$ cat config.mk
export PLATFORM = sky130hd
export DESIGN_NAME = tss_search_ctrl
export DESIGN_NICKNAME = d
export VERILOG_FILES = /design/src/rtl/tss_search_ctrl.sv
export SDC_FILE = /design/constraint.sdc
export NUM_CORES = 1
export LEC_CHECK = 0
export CORE_MARGIN = 2
export CORE_UTILIZATION = 30
export DETAILED_ROUTE_END_ITERATION = 10
export HOLD_SLACK_MARGIN = 0.02
export PLACE_DENSITY_LB_ADDON = 0.25
export REMOVE_ABC_BUFFERS = 1
export SYNTH_ARGS = -nofsm -noshare
export SYNTH_HDL_FRONTEND = slang
export SYNTH_SLANG_ARGS = --single-unit
$ cat constraint.sdc
create_clock -name clk -period 5.75 [get_ports clk]
set_input_delay 1.15 -clock clk [delete_from_list [all_inputs] [get_ports clk]]
set_output_delay 1.15 -clock clk [all_outputs]
set_load 0.05 [all_outputs]
$ cat src/rtl/tss_search_ctrl.sv
// Three-step-search motion estimation controller for one block.
// Issues candidate positions to an external SAD engine, tracks the minimum SAD
// and reports the signed offset of the best position.
// Optional macro TSS_EARLY_TERM_EN: a zero SAD ends the search immediately.
module tss_search_ctrl #(
  parameter int unsigned H     = 320,
  parameter int unsigned V     = 240,
  parameter int unsigned CW    = 10,
  parameter int unsigned BLK   = 8,
  parameter int unsigned NP    = 6,
  parameter int unsigned STEPS = 3,
  parameter int unsigned N     = 12,
  parameter int unsigned SW    = 14
) (
  input  logic                clk,
  input  logic                rst,
  input  logic                start,
  input  logic [CW-1:0]       blk_x,
  input  logic [CW-1:0]       blk_y,
  output logic                cand_valid,
  input  logic                cand_ready,
  output logic [CW-1:0]       cand_x,
  output logic [CW-1:0]       cand_y,
  input  logic                sad_valid,
  input  logic [SW-1:0]       sad,
  output logic                busy,
  output logic                done,
  output logic signed [N-1:0] vec_x,
  output logic signed [N-1:0] vec_y,
  output logic [SW-1:0]       best_sad
);

  // Working width for candidate coordinates: room for sign and for overshoot past H/V.
  localparam int unsigned WW = CW + 2;
  localparam logic [STEPS-1:0] Step0 = STEPS'(1 << (STEPS - 1));
  localparam logic signed [WW-1:0] XMax = WW'(H - BLK);
  localparam logic signed [WW-1:0] YMax = WW'(V - BLK);

  if (SW < 8 + NP) begin : g_chk_sw
    $error("SW too narrow for block SAD");
  end
  if (N < STEPS + 1) begin : g_chk_n
    $error("N too narrow for search range");
  end

  typedef enum logic [2:0] {StIdle, StIssue, StWait, StNext, StDone} state_t;

  state_t state_q, state_d;
  logic [CW-1:0] org_x_q, org_y_q, cen_x_q, cen_y_q;
  logic [CW-1:0] best_x_q, best_y_q, cur_x_q, cur_y_q;
  logic [STEPS-1:0] step_q;
  logic [8:0] tried_q;
  logic [SW-1:0] min_sad_q;
  logic cur_center_q;
  logic signed [N-1:0] vec_x_q, vec_y_q;
  logic [SW-1:0] best_sad_q;

  logic [8:0] avail;
  logic [3:0] nxt;
  logic [CW-1:0] nxt_x, nxt_y;
  logic accept, early_hit, stop_q, last_step, better;

`ifdef TSS_EARLY_TERM_EN
  assign early_hit = sad_valid && (sad == '0);

  // Remember a zero-SAD hit so NEXT finishes instead of starting another step.
  always_ff @(posedge clk) begin
    if (rst) begin
      stop_q <= 1'b0;
    end else if (accept) begin
      stop_q <= 1'b0;
    end else if (state_q == StWait && early_hit) begin
      stop_q <= 1'b1;
    end
  end
`else
  assign early_hit = 1'b0;
  assign stop_q    = 1'b0;
`endif

  assign accept    = start && (state_q == StIdle || state_q == StDone);
  assign last_step = (step_q == STEPS'(1)) || stop_q;
  // Center wins ties: its SAD arrives after four neighbours in raster order.
  assign better    = (sad < min_sad_q) || (cur_center_q && sad == min_sad_q) || early_hit;

  // Enumerate the 3x3 offsets, mask illegal/tried ones, pick the lowest remaining index.
  always_comb begin
    logic signed [WW-1:0] ofs, tx, ty;
    logic ok;
    avail = '0;
    nxt   = '0;
    nxt_x = '0;
    nxt_y = '0;
    ofs   = WW'(step_q);
    for (int k = 8; k >= 0; k--) begin
      tx = WW'(cen_x_q);
      ty = WW'(cen_y_q);
      if (k % 3 == 0) tx = tx - ofs;
      else if (k % 3 == 2) tx = tx + ofs;
      if (k < 3) ty = ty - ofs;
      else if (k > 5) ty = ty + ofs;
      ok = !tx[WW-1] && (tx <= XMax) && !ty[WW-1] && (ty <= YMax);
      // The center's SAD is known after the first step.
      if (k == 4 && step_q != Step0) ok = 1'b0;
      avail[k] = ok && !tried_q[k];
      if (avail[k]) begin
        nxt   = 4'(k);
        nxt_x = tx[CW-1:0];
        nxt_y = ty[CW-1:0];
      end
    end
  end

  // Next-state logic.
  always_comb begin
    state_d = state_q;
    case (state_q)
      StIdle:  if (start) state_d = StIssue;
      StIssue: begin
        if (!(|avail)) state_d = StNext;
        else if (cand_ready) state_d = StWait;
      end
      StWait: begin
        if (sad_valid) state_d = (early_hit || !(|avail)) ? StNext : StIssue;
      end
      StNext:  state_d = last_step ? StDone : StIssue;
      StDone:  state_d = start ? StIssue : StIdle;
      default: state_d = StIdle;
    endcase
  end

  // State register.
  always_ff @(posedge clk) begin
    if (rst) state_q <= StIdle;
    else     state_q <= state_d;
  end

  // Search datapath: origin/center, step size, tried mask, running minimum, results.
  always_ff @(posedge clk) begin
    if (rst) begin
      org_x_q      <= '0;
      org_y_q      <= '0;
      cen_x_q      <= '0;
      cen_y_q      <= '0;
      best_x_q     <= '0;
      best_y_q     <= '0;
      cur_x_q      <= '0;
      cur_y_q      <= '0;
      step_q       <= Step0;
      tried_q      <= '0;
      min_sad_q    <= '1;
      cur_center_q <= 1'b0;
      vec_x_q      <= '0;
      vec_y_q      <= '0;
      best_sad_q   <= '0;
    end else if (accept) begin
      org_x_q   <= blk_x;
      org_y_q   <= blk_y;
      cen_x_q   <= blk_x;
      cen_y_q   <= blk_y;
      best_x_q  <= blk_x;
      best_y_q  <= blk_y;
      step_q    <= Step0;
      tried_q   <= '0;
      min_sad_q <= '1;
    end else begin
      case (state_q)
        StIssue: begin
          if ((|avail) && cand_ready) begin
            tried_q[nxt] <= 1'b1;
            cur_x_q      <= nxt_x;
            cur_y_q      <= nxt_y;
            cur_center_q <= (nxt == 4'd4);
          end
        end
        StWait: begin
          if (sad_valid && better) begin
            min_sad_q <= sad;
            best_x_q  <= cur_x_q;
            best_y_q  <= cur_y_q;
          end
        end
        StNext: begin
          cen_x_q <= best_x_q;
          cen_y_q <= best_y_q;
          tried_q <= '0;
          if (last_step) begin
            vec_x_q    <= N'(signed'({1'b0, best_x_q}) - signed'({1'b0, org_x_q}));
            vec_y_q    <= N'(signed'({1'b0, best_y_q}) - signed'({1'b0, org_y_q}));
            best_sad_q <= min_sad_q;
          end else begin
            step_q <= step_q >> 1;
          end
        end
        default: ;
      endcase
    end
  end

  assign cand_valid = (state_q == StIssue) && (|avail);
  assign cand_x     = cand_valid ? nxt_x : '0;
  assign cand_y     = cand_valid ? nxt_y : '0;
  assign busy       = (state_q == StIssue) || (state_q == StWait) || (state_q == StNext);
  assign done       = (state_q == StDone);
  assign vec_x      = vec_x_q;
  assign vec_y      = vec_y_q;
  assign best_sad   = best_sad_q;

endmodule

==> flow_summary.toml, run 1 <==
[floorplanning]
die-width_um = 177
placement_rows = 63
chipHeight_um = 177
top_level_port_count = 100
design.die.area_mm2 = 0.0315
core_area_mm2 = 0.0296
initial_utilization_pct = 30.4

[sta]
max_clock_freq_ghz = 0.179
tightestPinTransition_ns = 1.17
maximum_clock_skew_at_final_layout_ns = 0.00880
hold_viol = 0
count_of_endpoints_failing_setup_in_the_final_report = 0
timing.slew.headroom_pct = 22.3
post_layout_min_period_ns = 5.58
slew_violations = 0
post-route-period-util_pct = 97.1
grt_setup_unrepaired = "true"

[critical_path]
crit-reg2reg-launch = "step_q[0]"
worstSetupEndpointType = "output pin"
rr_worst_depth = 15
critical_path.max_fanout = 7
crit_arrival_ns = 4.43
worst_setup_path_start_kind = "flop"
reg2reg_to = "tried_q[8]"
setup.worst_path.class = "flop to output pin"
required_ns = 4.60
setup.reg_to_reg.worst_slack_ns = 1.64

[power_and_ir_drop]
worst_vdd_ir_uv = 178
power.leakage_nw = 4.36
power_density_mw_per_mm2 = 326

[layout]
final_core_util_pct = 38.5
area_delta_synth_final_pct = 26.6
fillerInstances = 3095
post_route_cells_drive_above_1_share_pct = 11.9
number_of_diodes_added_for_antenna_fixing = 0
finalNetCount = 1355
instances_no_fill = 1667

[clock_tree]
clockRootBuffer = "sky130_fd_sc_hd__clkbuf_16"
level_count_of_the_clock_h_tree = 4
cts_tree = "built"
worst_setup_hold_path_clk_slew_ns = 0.06
clock_latency_ns = 0.43
cts_buffers = 17
cts.path.max_buffers = 2
cts_sinks = 146

[hold_path]
hp-start = "min_sad_q[6]"
min_path_type = "flop to flop"
hold_end = "best_sad[6]"
worstHoldPathCells = 2

[drt]
route.vias.total = 8741
post_drt_via_cell_ratio = 5.24
post_drt_wl_per_cell_um = 17.4
detail-route-antenna-nets = 0
drt_first_pass_iters = 5
postRouteWirelength_mm = 29.0
drtIter0Drc = 822
detail_route.drc_violations = 0

[synthesis]
synth.distinct_cells = 84
synth.most_common_cell = "sky130_fd_sc_hd__nand2_1"
synth_top_cell_area_share_pct = 32.4
netlist_top_cells_area = "sky130_fd_sc_hd__dfxtp_1, sky130_fd_sc_hd__nand2_1, sky130_fd_sc_hd__ha_1"
ys_async_sr_fraction_pct = 0
synth.yosys.warnings = 0
synth_cells = 1167
synthesis.area_per_instance_um2 = 7.73
number_of_flops_mapped_to_enable_cells_by_yosys = 0
synth.cells.most_frequent = "sky130_fd_sc_hd__nand2_1, sky130_fd_sc_hd__dfxtp_1, sky130_fd_sc_hd__a21oi_1"
ys_dominant_reg_cell = "sky130_fd_sc_hd__dfxtp_1"
synth.ff_latch_count = 146
synth.cell_area_mm2 = 0.00902
synth.yosys.seq_area_share_pct = 32.4
synth_largest_area_cell = "sky130_fd_sc_hd__dfxtp_1"

[global_route]
maximum_number_of_pins_on_one_net_before_global_route_repair = 52
first_global_vias = 8217
globalRoute.totalOverflow = 0
grtUsageTotal_pct = 18.6
antenna_found_initial = 0
grt_pass1_wl_mm = 46.1

[placed_design]
place.port_buffers = 96
dp_cells = 1626
hpwlAfterDp_mm = 21.6
gp_congestion = 0.954

[run]
timing.max_cap.violations = 0

[status]
outcome = "complete, no violations"
worst max path at each step:
| stage | slack (ns) | start | to | cells past startpoint |
|---|---|---|---|---|
| after floorplan | 0.01 | step_q[1] | cand_y[6] | 12 |
| after global placement | 0.09 | step_q[2] | cand_x[0] | 13 |
| after detailed placement | 0.30 | step_q[2] | cand_x[0] | 13 |
| after CTS | 0.02 | step_q[2] | cand_x[3] | 14 |
| after global routing | -0.02 | cen_y_q[0] | cand_x[8] | 14 |
| final | 0.17 | step_q[0] | cand_y[5] | 15 |
power by group:
group          total (W)  switching [W]  internal [W]  leakage [nW]
Combinational    0.00140       0.000836      0.000561          2.88
Clock            0.00118       0.000453      0.000726         0.286
Sequential       0.00115      0.0000790       0.00107          1.19
Total            0.00372        0.00137       0.00235          4.36
cells by family (layout without fill, tap and decap cells):
| logic type | Yosys count | after routing | share of synthesized area, % |
|---|---|---|---|
| XOR/XNOR | 21 | 21 | 2.04 |
| AO/OA/AOI/OAI | 351 | 351 | 26.0 |
| multiplexers | 25 | 25 | 2.77 |
| adder cells (fa/ha/maj) | 52 | 52 | 7.71 |
| buffers and inverters | 138 | 246 | 6.34 |
| other | 1 | 3 | 0.0416 |
| AND/OR/NAND/NOR | 433 | 433 | 22.7 |
| flip-flops | 146 | 146 | 32.4 |
placed cells by master (no fill, tap or decap), drive strengths merged, types with 5 or more instances in the layout:
cell / netlist / layout
a211oi: 22 / 22
a21boi: 7 / 7
a21o: 14 / 14
a21oi: 114 / 114
a31oi: 31 / 31
and2: 9 / 9
and3: 8 / 8
buf: 23 / 74
clkbuf: 52 / 19
clkdlybuf4s50: 0 / 77
clkinvlp: 0 / 5
dfxtp: 146 / 146
fa: 6 / 6
ha: 46 / 46
inv: 63 / 64
mux2i: 25 / 25
nand2: 177 / 177
nand2b: 19 / 19
nand3: 19 / 19
nand3b: 7 / 7
nand4: 9 / 9
nor2: 93 / 93
nor2b: 22 / 22
nor3: 35 / 35
nor4: 10 / 10
o211ai: 21 / 21
o21a: 6 / 6
o21ai: 43 / 43
o21bai: 24 / 24
o22ai: 5 / 5
o31ai: 7 / 7
o32ai: 5 / 5
o41ai: 5 / 5
or3: 6 / 6
xnor2: 8 / 8
xor2: 13 / 13
worst max-delay path, cell delays in order (launching register included):
cell and delay [ns]:
sky130_fd_sc_hd__dfxtp_1 0.41, sky130_fd_sc_hd__ha_2 0.23, sky130_fd_sc_hd__inv_1 0.06, sky130_fd_sc_hd__fa_2 0.45, sky130_fd_sc_hd__a211oi_4 0.33, sky130_fd_sc_hd__xnor2_1 0.14, sky130_fd_sc_hd__a31o_1 0.26, sky130_fd_sc_hd__o32a_1 0.43
sky130_fd_sc_hd__o211a_2 0.36, sky130_fd_sc_hd__nor4_4 0.29, sky130_fd_sc_hd__nand4_1 0.13, sky130_fd_sc_hd__buf_4 0.19, sky130_fd_sc_hd__nor4_1 0.29, sky130_fd_sc_hd__nor3_2 0.12, sky130_fd_sc_hd__nor2_1 0.10, sky130_fd_sc_hd__buf_4 0.20
cell type report:
cell class	instances	area, µm²	share of cell area [%]
Multi-Input combinational cell	885	5680	49.7
Sequential cell	146	2920	25.6
Timing Repair Buffer	151	1480	12.9
Tap cell	390	488	4.27
Clock buffer	19	433	3.79
Inverter	63	236	2.07
Clock inverter	13	185	1.62
routing by layer:
layer / global-route usage [%] / up-vias / share of wire [%] / wire (µm)
met5: 0 / - / 0 / 0
met4: 6.63 / 0 / 2.5 / 717
met3: 3.38 / 49 / 5.6 / 1630
met2: 29.0 / 270 / 44 / 12900
met1: 25.7 / 4086 / 47 / 13800
li1: - / 4336 / - / -
per-stage QoR:
step | setup TNS (ns) | total power [W] | setup WS (ns) | hold WS, ns | area [µm²]
floorplan | 0 | 0.00196 | 0.0125 | 0.426 | 8690
global placement | 0 | 0.00249 | 0.0879 | 0.439 | 10600
detailed placement | 0 | 0.00248 | 0.299 | 0.443 | 10600
CTS | 0 | 0.00369 | 0.0193 | 0.451 | 11300
global route | -0.0490 | 0.00391 | -0.0249 | 0.465 | 11400
finish | 0 | 0.00372 | 0.168 | 0.450 | 11400
flip-flops by register name (all words and copies together), names as in the netlist:
signal	cells
best_y_q	10
cen_y_q	10
org_x_q	10
vec_x	11
cur_y_q	10
best_sad	14
best_x_q	10
cur_x_q	10
cen_x_q	10
step_q	3
cur_center_q	1
state_q	3
min_sad_q	14
vec_y	11
tried_q	9
org_y_q	10
repair_timing:
action	CTS	global route
gates resized for setup	6	22
cloned	0	0
hold buffers	0	0
endpoints found under the setup margin	15	16
setup buffers	4	5
pin swaps	3	4
Power figures use the tool's default switching activity.
==> inputs of run 2 (changes only) <==
--- a/config.mk
+++ b/config.mk
@@ -5,6 +5,7 @@
 export SDC_FILE = /design/constraint.sdc
 export NUM_CORES = 1
 export LEC_CHECK = 0
+export ABC_AREA = 1
 export CORE_MARGIN = 2
 export CORE_UTILIZATION = 30
 export DETAILED_ROUTE_END_ITERATION = 10
==> constraint.sdc (replaced) <==
create_clock -name clk -period 6.65 [get_ports clk]
set_input_delay 1.33 -clock clk [delete_from_list [all_inputs] [get_ports clk]]
set_output_delay 1.33 -clock clk [all_outputs]
set_load 0.05 [all_outputs]
==> flow_summary.toml, run 2 <==
[synthesis]
synth.cell_area_mm2 = 0.00925
synth.yosys.seq_area_share_pct = 31.6
synth_top_cell_area_share_pct = 31.6
synth_largest_area_cell = "sky130_fd_sc_hd__dfxtp_1"
number_of_flops_mapped_to_enable_cells_by_yosys = 0
synth.cells.most_frequent = "sky130_fd_sc_hd__nand2_1, sky130_fd_sc_hd__inv_1, sky130_fd_sc_hd__dfxtp_1"
synth.ff_latch_count = 146
synth.most_common_cell = "sky130_fd_sc_hd__nand2_1"
synth_cells = 1349
netlist_top_cells_area = "sky130_fd_sc_hd__dfxtp_1, sky130_fd_sc_hd__nand2_1, sky130_fd_sc_hd__inv_1"
synthesis.area_per_instance_um2 = 6.86
ys_dominant_reg_cell = "sky130_fd_sc_hd__dfxtp_1"
synth.yosys.warnings = 0
ys_async_sr_fraction_pct = 0
synth.distinct_cells = 53

[layout]
fillerInstances = 3236
area_delta_synth_final_pct = 20.2
number_of_diodes_added_for_antenna_fixing = 0
instances_no_fill = 1823
final_core_util_pct = 36.5
post_route_cells_drive_above_1_share_pct = 7.78
finalNetCount = 1506
layout_common_cells = "sky130_fd_sc_hd__nand2_1, sky130_fd_sc_hd__inv_1, sky130_fd_sc_hd__dfxtp_1, sky130_fd_sc_hd__nor2_1, sky130_fd_sc_hd__o21ai_0"
layout.cells.most_common = "sky130_fd_sc_hd__nand2_1"

[critical_path]
critical_path.max_fanout = 13
rr_worst_depth = 18
crit-reg2reg-launch = "step_q[1]"
setup.worst_path.class = "flop to output pin"
crit_buf_inv = 2
required_ns = 5.32
reg2reg_to = "cur_x_q[1]"
worstSetupEndpointType = "output pin"
crit_path_start = "step_q[1]"
path_delay_family = "simple AND/OR/NAND/NOR gates"
crit_arrival_ns = 4.90
cell_chain_of_the_critical_path = "inv_1 > fa_1 > nand2_1 > nand3_2 > nand2_1 > nand2_1 > nor2_1 > nand2_1 > nand2_2 > nand4_2 > o21ai_4 > nor2_4 > nand2_4 > nand2_1 > a21oi_1 > clkdlybuf4s50_1"
setup.reg_to_reg.worst_slack_ns = 2.49
worst_setup_path_start_kind = "flop"
critical_path.max_stage_delay_ns = 0.86
critical_path.slowest_cell = "sky130_fd_sc_hd__clkdlybuf4s50_1"
cpMostUsedCell = "sky130_fd_sc_hd__nand2_1"

[floorplanning]
core_area_mm2 = 0.0305
initial_utilization_pct = 30.3
chipHeight_um = 180
placement_rows = 64
top_level_port_count = 100
die-width_um = 180
design.die.area_mm2 = 0.0323

[placed_design]
place.port_buffers = 96
gp_congestion = 0.931
hpwlAfterDp_mm = 20.8
dp_cells = 1792

[power_and_ir_drop]
power.leakage_nw = 5.10
worst_vdd_ir_uv = 267
power_density_mw_per_mm2 = 436
fin_total_pwr_w = 0.00484

[global_route]
globalRoute.totalOverflow = 0
antenna_found_initial = 0
grt_pass1_wl_mm = 44.9
first_global_vias = 8498
grtUsageTotal_pct = 17.3
maximum_number_of_pins_on_one_net_before_global_route_repair = 63

[clock_tree]
cts_buffers = 17
worst_setup_hold_path_clk_slew_ns = 0.06
cts.path.max_buffers = 2
level_count_of_the_clock_h_tree = 4
post-cts-setup-buffers = 0
clockRootBuffer = "sky130_fd_sc_hd__clkbuf_16"
cts_sinks = 146
clock_latency_ns = 0.43
cts_tree = "built"

[hold_path]
hp-start = "cur_y_q[9]"
worstHoldPathCells = 2
min_path_type = "flop to flop"
hold_end = "cur_y_q[9]"

[drt]
post_drt_via_cell_ratio = 4.92
route.vias.total = 8962
drt_first_pass_iters = 5
postRouteWirelength_mm = 28.2
post_drt_wl_per_cell_um = 15.5
detail_route.drc_violations = 0
detail-route-antenna-nets = 0
drtIter0Drc = 602

[sta]
hold_viol = 0
maximum_clock_skew_at_final_layout_ns = 0.00824
finalSetupTns_ns = 0
max_clock_freq_ghz = 0.160
count_of_endpoints_failing_setup_in_the_final_report = 0
slew_violations = 0
tightestPinTransition_ns = 0.955
grt_setup_unrepaired = "false"
post-route-period-util_pct = 93.7
post_layout_min_period_ns = 6.23
timing.slew.headroom_pct = 36.3

[run]
timing.max_cap.violations = 0

[status]
outcome = "complete, no violations"
==> run 2: cell count changes in the layout (fill, tap and decap cells not counted), moves of 21 or more <==
cell | before | now
sky130_fd_sc_hd__a21oi_1 | 112 | 91
sky130_fd_sc_hd__buf_4 | 62 | 11
sky130_fd_sc_hd__inv_1 | 63 | 163
sky130_fd_sc_hd__mux2i_1 | 25 | 0
sky130_fd_sc_hd__nand2_1 | 176 | 303
sky130_fd_sc_hd__nand3_1 | 18 | 65
sky130_fd_sc_hd__nor2_1 | 90 | 120
sky130_fd_sc_hd__nor3_1 | 32 | 11
sky130_fd_sc_hd__o21ai_0 | 37 | 104
sky130_fd_sc_hd__o21bai_1 | 24 | 2
==> run 2: layout make-up <==
cell class,instances,area (µm²),area share [%]
clock buffers,20,447,4.02
well taps,396,495,4.46
inverters,180,678,6.10
repair buffers,107,1060,9.54
clock inverters,11,156,1.41
flip-flops and latches,146,2920,26.3
multi-input cells,963,5360,48.2
==> run 2: stage by stage <==
stage	cell area, µm²	setup WS [ns]	hold WS, ns
after floorplan	8950	1.84	0.419
after global placement	10500	0.788	0.433
after detailed placement	10500	0.726	0.438
after CTS	11100	0.224	0.447
after global routing	11100	0.00769	0.460
final	11100	0.418	0.438
==> run 2: logic make-up after synthesis <==
| family | count (synthesis) | synth area share (%) |
|---|---|---|
| AND/OR/NAND/NOR | 575 | 28.2 |
| AO/OA/AOI/OAI | 312 | 19.9 |
| buffers and inverters | 242 | 10.6 |
| flip-flops | 146 | 31.6 |
| adder cells (fa/ha/maj) | 52 | 7.52 |
| XOR/XNOR | 21 | 2.15 |
| other | 1 | 0.0405 |
==> run 2: worst register-to-register path, delay by kind of cell (launching register included) <==
kind / cells / cell delay (ns)
simple gates: 13 / 2.02
buf+inv: 3 / 0.82
flops: 1 / 0.57
fa+ha+maj: 1 / 0.46
compound gates: 1 / 0.20
==> run 2: worst max-delay path by stage <==
| stage | to | slack [ns] | cells after the start |
|---|---|---|---|
| floorplan | cand_y[0] | 1.84 | 18 |
| global placement | cand_y[0] | 0.79 | 15 |
| detailed placement | cand_y[0] | 0.73 | 17 |
| CTS | cand_y[0] | 0.22 | 17 |
| global route | cand_x[0] | 0.008 | 16 |
| finish | cand_x[0] | 0.42 | 16 |
==> run 2: per-layer routing <==
metal,vias up,part of all wire [%],global-route usage [%]
met3,44,3.4,2.78
met5,-,0,0
met4,0,2.9,7.58
met1,4129,47,22.2
met2,216,47,28.5
li1,4573,-,-
==> run 2: what timing repair did <==
item,CTS,global route
resized for setup,0,10
hold buffers,0,0
endpoints found under the setup margin,0,7
endpoints found under the hold margin,0,0
==> run 2: report_power, final <==
part | leakage, nW | switching (W) | internal, W
logic | 3.63 | 0.00189 | 0.000863
registers | 1.19 | 0.000108 | 0.000978
clock network | 0.283 | 0.000401 | 0.000601
==> inputs of run 3 (changes only) <==
--- a/config.mk
+++ b/config.mk
@@ -7,7 +7,7 @@
 export LEC_CHECK = 0
 export ABC_AREA = 1
 export CORE_MARGIN = 2
-export CORE_UTILIZATION = 30
+export CORE_UTILIZATION = 62
 export DETAILED_ROUTE_END_ITERATION = 10
 export HOLD_SLACK_MARGIN = 0.02
 export PLACE_DENSITY_LB_ADDON = 0.25
==> flow_summary.toml, run 3 (synthesis results as in run 2) <==
[power_and_ir_drop]
fin_total_pwr_w = 0.00479
power_density_mw_per_mm2 = 443
worst_vdd_ir_uv = 369
power.leakage_nw = 4.94

[critical_path]
critical_path.max_fanout = 13
setup.worst_path.class = "flop to output pin"
worst_setup_path_start_kind = "flop"
crit-reg2reg-launch = "step_q[1]"
crit_arrival_ns = 4.92
crit_path_start = "step_q[1]"
required_ns = 5.32
worstSetupEndpointType = "output pin"

[clock_tree]
level_count_of_the_clock_h_tree = 4
clock_latency_ns = 0.44
clockRootBuffer = "sky130_fd_sc_hd__clkbuf_16"
post-cts-setup-buffers = 0
post_cts_resize_count = 0
worst_setup_hold_path_clk_slew_ns = 0.07
cts_buffers = 17
cts_sinks = 146
cts_tree = "built"
cts.path.max_buffers = 2
cts-hold-fix-buffers = 0

[global_route]
antenna_found_initial = 0
maximum_number_of_pins_on_one_net_before_global_route_repair = 63
first_global_vias = 8759
grtUsageTotal_pct = 33.5
grt_pass1_wl_mm = 43.1
globalRoute.totalOverflow = 0

[layout]
finalNetCount = 1502
number_of_diodes_added_for_antenna_fixing = 0
fillerInstances = 1174
layout_common_cells = "sky130_fd_sc_hd__nand2_1, sky130_fd_sc_hd__inv_1, sky130_fd_sc_hd__dfxtp_1, sky130_fd_sc_hd__nor2_1, sky130_fd_sc_hd__o21ai_0"
post_route_cells_drive_above_1_share_pct = 7.58
area_delta_synth_final_pct = 16.8
layout.area.seq_mm2 = 0.00292
layout.cells.most_common = "sky130_fd_sc_hd__nand2_1"
multi_input_comb_area_mm2 = 0.00536

[sta]
tightestPinTransition_ns = 1.22
fin_hold_ws_ns = 0.440
finalSetupTns_ns = 0
post_layout_min_period_ns = 6.25
count_of_endpoints_failing_setup_in_the_final_report = 0
maximum_clock_skew_at_final_layout_ns = 0.00827
timing.slew.headroom_pct = 18.6
max_clock_freq_ghz = 0.160
post-route-period-util_pct = 94.0
slew_violations = 0
grt_setup_unrepaired = "false"
hold_viol = 0

[status]
outcome = "complete, no violations"

[floorplanning]
placement_rows = 44
initial_utilization_pct = 63.6
die-width_um = 126
core_area_mm2 = 0.0145
chipHeight_um = 126
design.die.area_mm2 = 0.0159
top_level_port_count = 100

[drt]
postRouteWirelength_mm = 26.6
drt_first_pass_iters = 6
post_drt_wl_per_cell_um = 16.5
drtIter0Drc = 958
post_drt_via_cell_ratio = 5.82
detail_route.drc_violations = 0
route.vias.total = 9361
detail-route-antenna-nets = 0

[placed_design]
gp_congestion = 0.961
hpwlAfterDp_mm = 18.8
place.port_buffers = 96

[run]
timing.max_cap.violations = 0

[hold_path]
hp-start = "cur_y_q[8]"
min_path_type = "flop to flop"
## run 3: worst paths after layout
kind	endpoint	slack, ns	depth (start not counted)
worst max register to register	cur_x_q[6]	2.67	18
worst max-delay path	cand_y[0]	0.40	17
worst min register to register	cur_y_q[8]	0.44	2
worst min-delay path	cur_y_q[8]	0.44	2
## run 3: worst max-delay path, stage by stage (launching register included)
cell and delay [ns]:
sky130_fd_sc_hd__dfxtp_1 0.57, sky130_fd_sc_hd__inv_1 0.22, sky130_fd_sc_hd__fa_1 0.46, sky130_fd_sc_hd__nand2_1 0.22, sky130_fd_sc_hd__nand3_2 0.13, sky130_fd_sc_hd__nand2_1 0.07
sky130_fd_sc_hd__nand2_1 0.09, sky130_fd_sc_hd__nor2_1 0.12, sky130_fd_sc_hd__nand2_1 0.07, sky130_fd_sc_hd__nand2_2 0.12, sky130_fd_sc_hd__nand4_2 0.37, sky130_fd_sc_hd__o21ai_4 0.21
sky130_fd_sc_hd__nor2_4 0.08, sky130_fd_sc_hd__nand2_4 0.10, sky130_fd_sc_hd__nand2_1 0.35, sky130_fd_sc_hd__inv_1 0.30, sky130_fd_sc_hd__and2_1 0.16, sky130_fd_sc_hd__clkdlybuf4s50_1 0.81
## run 3: power breakdown
part | internal [W] | total, W | switching (W)
clock | 0.000578 | 0.000981 | 0.000402
combinational | 0.000858 | 0.00271 | 0.00185
sequential | 0.000979 | 0.00110 | 0.000120
total | 0.00241 | 0.00479 | 0.00237
## run 3: metrics by stage
stage          util (%)  setup slack [ns]  std cells  cell area [µm²]
2_1_floorplan         -              1.84       1289             8950
3_3_place_gp       70.2              1.04       1576            10200
3_5_place_dp       70.2              1.01       1576            10200
4_1_cts            74.3             0.516       1608            10800
5_1_grt            74.3             0.139       1608            10800
6_report           74.3             0.400       1608            10800
## run 3: final cells by class
cell class,count,area share [%]
Tap cell,184,2.13
Clock buffer,19,4.19
Timing Repair Buffer,103,9.34
Clock inverter,13,1.38
Sequential cell,146,27.1
Inverter,180,6.28
Multi-Input combinational cell,963,49.6
## run 3: per-layer routing
metal	wire length (µm)	share of wire (%)	GRT usage, %
met1	11200	42	42.5
met2	12800	48	56.2
met3	1730	6.5	6.97
met4	847	3.2	12.7
met5	0	0	0
